--- src/rtl/cmp_result_decoder.sv ---
// Consumes 13-bit comparator status words over valid/ready, drives E/G/L/- on a 7-seg display,
// and keeps saturating outcome counters. Define CMP_DEC_SEG_INV_EN for common-anode segments.
module cmp_result_decoder #(
  parameter int unsigned CNT_W    = 8,
  parameter int unsigned HOLD_CYC = 4
) (
  input  logic             clk,
  input  logic             rst_n,
  input  logic [12:0]      res_in,
  input  logic             res_valid,
  output logic             res_ready,
  input  logic             clr_stats,
  output logic             eq,
  output logic             gt,
  output logic             lt,
  output logic [6:0]       seg_out,
  output logic             err,
  output logic [CNT_W-1:0] cnt_eq,
  output logic [CNT_W-1:0] cnt_gt,
  output logic [CNT_W-1:0] cnt_lt
);

`ifdef CMP_DEC_SEG_INV_EN
  localparam logic [6:0] SegMask = 7'b1111111;
`else
  localparam logic [6:0] SegMask = 7'b0000000;
`endif

  localparam logic [6:0] SegBlank = 7'b0000000 ^ SegMask;
  localparam logic [6:0] SegE     = 7'b1111001 ^ SegMask;
  localparam logic [6:0] SegG     = 7'b0111101 ^ SegMask;
  localparam logic [6:0] SegL     = 7'b0111000 ^ SegMask;
  localparam logic [6:0] SegDash  = 7'b1000000 ^ SegMask;

  localparam logic [7:0]       HoldInit = 8'(HOLD_CYC - 1);
  localparam logic [CNT_W-1:0] CntOne   = CNT_W'(1);
  localparam logic [CNT_W-1:0] CntMax   = {CNT_W{1'b1}};

  typedef enum logic [0:0] {StIdle, StHold} state_e;

  state_e           state_q;
  logic [7:0]       hold_q;
  logic [2:0]       flags_q;
  logic [6:0]       seg_q;
  logic             err_q;
  logic [CNT_W-1:0] cnt_eq_q, cnt_gt_q, cnt_lt_q;

  logic       accept;
  logic       legal;
  logic [6:0] seg_d;

  always_comb begin
    accept = res_valid && (state_q == StIdle);
    legal  = (res_in[12:3] == 10'd0) &&
             ((res_in[2:0] == 3'b001) || (res_in[2:0] == 3'b010) || (res_in[2:0] == 3'b100));
    seg_d  = SegDash;
    if (legal) begin
      unique case (res_in[2:0])
        3'b001:  seg_d = SegE;
        3'b010:  seg_d = SegG;
        default: seg_d = SegL;
      endcase
    end
  end

  always_ff @(posedge clk or negedge rst_n) begin
    if (!rst_n) begin
      state_q  <= StIdle;
      hold_q   <= 8'd0;
      flags_q  <= 3'b000;
      seg_q    <= SegBlank;
      err_q    <= 1'b0;
      cnt_eq_q <= '0;
      cnt_gt_q <= '0;
      cnt_lt_q <= '0;
    end else begin
      unique case (state_q)
        StIdle: begin
          if (accept) begin
            state_q <= StHold;
            hold_q  <= HoldInit;
          end
        end
        StHold: begin
          if (hold_q == 8'd0) begin
            state_q <= StIdle;
          end else begin
            hold_q <= hold_q - 8'd1;
          end
        end
        default: state_q <= StIdle;
      endcase

      if (accept) begin
        seg_q <= seg_d;
        if (legal) begin
          flags_q <= res_in[2:0];
          if (res_in[0] && (cnt_eq_q != CntMax)) cnt_eq_q <= cnt_eq_q + CntOne;
          if (res_in[1] && (cnt_gt_q != CntMax)) cnt_gt_q <= cnt_gt_q + CntOne;
          if (res_in[2] && (cnt_lt_q != CntMax)) cnt_lt_q <= cnt_lt_q + CntOne;
        end else begin
          flags_q <= 3'b000;
          err_q   <= 1'b1;
        end
      end

      // Placed last so a clear on the accepting edge overrides the counter/err updates above.
      if (clr_stats) begin
        cnt_eq_q <= '0;
        cnt_gt_q <= '0;
        cnt_lt_q <= '0;
        err_q    <= 1'b0;
      end
    end
  end

  assign res_ready = (state_q == StIdle);
  assign eq        = flags_q[0];
  assign gt        = flags_q[1];
  assign lt        = flags_q[2];
  assign seg_out   = seg_q;
  assign err       = err_q;
  assign cnt_eq    = cnt_eq_q;
  assign cnt_gt    = cnt_gt_q;
  assign cnt_lt    = cnt_lt_q;

endmodule
--- config.mk ---
export PLATFORM = sky130hd
export DESIGN_NAME = cmp_result_decoder
export DESIGN_NICKNAME = d
export VERILOG_FILES = /design/src/rtl/cmp_result_decoder.sv
export SDC_FILE = /design/constraint.sdc
export NUM_CORES = 1
export LEC_CHECK = 0
export ABC_AREA = 1
export BUFFER_PORTS_ARGS = -buffer_cell sky130_fd_sc_hd__buf_4
export CAP_MARGIN = 40
export CORE_MARGIN = 4
export CORE_UTILIZATION = 38
export CTS_CLUSTER_DIAMETER = 50
export DETAILED_ROUTE_END_ITERATION = 16
export GPL_ROUTABILITY_DRIVEN = 0
export RECOVER_POWER = 100
export SYNTH_ARGS = -nofsm -noshare
export SYNTH_HDL_FRONTEND = slang
export SYNTH_SLANG_ARGS = --single-unit
--- constraint.sdc ---
create_clock -name clk -period 2.9 [get_ports clk]
set_clock_uncertainty 0.2 [all_clocks]
set_input_delay 0.145 -clock clk [delete_from_list [all_inputs] [get_ports clk]]
set_output_delay 0.145 -clock clk [all_outputs]
set_load 0.01 [all_outputs]
==> run_results.csv <==
group,metric,value,unit
drt,finalWirelength,6020,um
clock_network,htree_num_levels,2,
layout,layout_commonest_cell,"nand2_1",
clock_network,cts_sinks,41,
clock_network,clockBufferDepth,2,
floorplan,die_width,89.2,um
floorplan,rows,29,
setup_path,end_kind,"flop",
timing,setup_viol_count_final,0,
drt,first_iter_violations,80,
drt,drcViolationCount,0,
clock_network,cts-root-buf,"clkbuf_8",
setup_path,slowest_stage,"nor3_1",
setup_path,reg2regPathDepth,7,
setup_path,path_cells,"inv_1 > nand2_1 > nor3_1 > nand3_1 > inv_1 > nand2_1 > nand2_1",
layout,layout_common_cells,"100 x nand2_1, 55 x nor2_1, 45 x inv_1",
timing,setup_ws,0.744,ns
yosys,synthesis.area,2510,um^2
timing,min_period,2.16,ns
floorplan,die-area,7960,um^2
timing,setup_tns,0,ns
layout,n_antenna_cell,0,
status,status,"finished, final reports clean",
place,dp.cells,477,
setup_path,r2r_setup_slack,0.74,ns
global_route,grt_pass1_wl,10200,um
layout,fillCellCount,687,
drt,postRouteAntennaNets,0,
yosys,synth_cell_type_count,28,
global_route,overflow,0,
clock_network,insertion_delay,0.29,ns
floorplan,top_level_ports,53,
timing,drv_slew,0,
global_route,grt_max_degree,42,
setup_path,worst-setup-path-type,"flop to flop",
setup_path,worst_setup_path_start_kind,"flop",
global_route,grt_pass1_vias,2188,
yosys,ys_warn_count,0,
yosys,yosysTopAreaCell,"dfrtp_1",
setup_path,worstPathRequired,2.93,ns
floorplan,die_y,89.2,um
flow_run,drv_cap,0,
floorplan,start_util,0.393,
setup_path,worst_ep_arrival_time,2.18,ns
setup_path,rr_endpoint,"cnt_eq[4]",
clock_network,cts_setup_buffers,0,
timing,finalCritPeriodShare,0.743,
yosys,ys_seq_elements,41,
yosys,synthTopCellsByArea,"dfrtp_1 41%, nand2_1 15%, nand3_1 8.4%, nor2_1 8.1%, inv_1 6.4%",
min_path,min_to,"flags_q[2]",
place,dp_hpwl,4350,um
global_route,grt_use_total,0.162,
yosys,yosysTopAreaCellShare,0.409,
power,power_leakage,1.47,nW
setup_path,worstPathMaxFanout,10,
clock_network,numCtsBuffers,5,
setup_path,worst-path-buf-inv,2,
global_route,antenna_found_initial,0,
setup_path,r2r-start,"state_q",
layout,finalNetCount,431,
clock_network,path_clk_slew,0.08,ns
yosys,ys_seq_area_frac,0.409,
place,portBuffers,51,
drt,vias_per_cell,4.90,
floorplan,coreArea,6390,um^2
setup_path,crit_top_cell,"nand2_1",
layout,syn_to_final_growth,15.2,%
drt,first_pass_iters,4,
yosys,avgSynthCellArea,7.02,um^2
layout,drive_gt1_frac,0.0685,
layout,fin_util,0.452,
power,powerDensity,361,nW/um^2
place,pre_cts_ws,1.06,ns
clock_network,cts_tree,"done",
timing,worst_pin_slew,1.04,ns
timing,clock.fmax,0.464,GHz
power,total_power,1.04,mW
min_path,min_path_cells,3,
timing,final_hold_viol_count,0,
min_path,min_from,"res_in[2]",
layout,fin_cells,486,
setup_path,cp_top_family,"simple AND/OR/NAND/NOR gates",
setup_path,max_stage_delay,0.51,ns
yosys,synth_cells,357,
timing,slew_headroom,0.309,
timing,rsz0062_at_grt,"false",
min_path,min_path_type,"primary input to flop",
drt,wl_per_cell,12.4,um
drt,route.vias.total,2379,
power,ir_drop,245,uV
yosys,synth_nets,379,
## report_power, final
group          internal (mW)  switching, mW  total, mW
Sequential             0.575        0.00632      0.582
Combinational         0.0288         0.0548     0.0836
Clock                  0.189          0.189      0.378
## per-stage QoR
stage,hold WS (ns),instance area [um^2]
final,0.0180,2890
after global routing,0.0412,2890
after CTS,0.0164,3050
after detailed placement,-0.0281,2950
after global placement,-0.0258,2950
after floorplan,-0.351,2510
## flip-flops by register name (all words and copies together) (netlist names)
| name | count |
|---|---|
| hold_q | 8 |
| cnt_lt | 8 |
| flags_q | 3 |
| state_q | 1 |
| cnt_gt | 8 |
| err | 1 |
| cnt_eq | 8 |
| seg_out | 4 |
## logic make-up (layout without fill, tap and decap cells)
group,Yosys count,after routing,share of synthesized area
and+or+nand+nor,232,232,0.417
DFF,41,41,0.409
adders and majority gates,5,5,0.0250
xor gates and xnor gates,5,5,0.0175
other,1,1,0.00150
buffers and inverters,55,107,0.0888
AOI/OAI and AO/OA,18,18,0.0414
## worst reg2reg max path: cells and delay by family, from the launching register on
family	cells	cell delay, ns
buf+inv	2	0.24
flops	1	0.38
simple gates	5	1.29
## worst max path at each step
stage | from | end | slack [ns] | depth (start not counted)
6_report | state_q | cnt_eq[4] | 0.74 | 7
5_1_grt | state_q | cnt_lt[1] | 0.45 | 7
3_3_place_gp | cnt_lt[0] | cnt_lt[4] | 1.10 | 9
4_1_cts | clr_stats | cnt_eq[7] | 0.94 | 9
2_1_floorplan | cnt_lt[0] | cnt_lt[6] | 1.23 | 9
3_5_place_dp | cnt_lt[0] | cnt_lt[5] | 1.06 | 9
## Yosys cell counts
cell	n
nand2_1	97
nor2_1	54
inv_1	43
nand3_1	42
dfrtp_1	41
nand4_1	21
o21ai_0	6
clkbuf_1	5
ha_1	5
nor3_1	5
a21oi_1	4
buf_4	4
xor2_1	4
nand3_2	3
nor3b_1	3
o21a_1	3
o22ai_1	3
inv_2	2
nand2_2	2
or2_2	2
buf_2	1
conb_1	1
nand2_4	1
nor2_2	1
nor3_4	1
o21ai_1	1
o21bai_1	1
xnor2_1	1
## repair_timing
| item | CTS | global route |
|---|---|---|
| hold buffers | 2 | 0 |
| endpoints found under the hold margin | 42 | 0 |
| gates resized for setup | 0 | 0 |
## final cells by class
class / instances / area [um^2] / area share
multi-input combinational: 261 / 1220 / 0.423
timing repair buffer: 55 / 288 / 0.0997
sequential: 41 / 1030 / 0.355
clock buffer: 7 / 86.3 / 0.0299
tap: 77 / 96.3 / 0.0334
inverter: 45 / 169 / 0.0585
## layer usage
| metal | routed length, um | vias up | global-route usage | part of all wire |
|---|---|---|---|---|
| li1 | - | 1252 | - | - |
| met1 | 2950 | 1070 | 0.223 | 0.49 |
| met2 | 2700 | 52 | 0.257 | 0.45 |
| met3 | 325 | 5 | 0.0442 | 0.054 |
| met4 | 46 | 0 | 0.0311 | 0.0076 |
| met5 | 0 | - | 0 | 0 |
No activity file was read; power rests on OpenSTA's default activity.
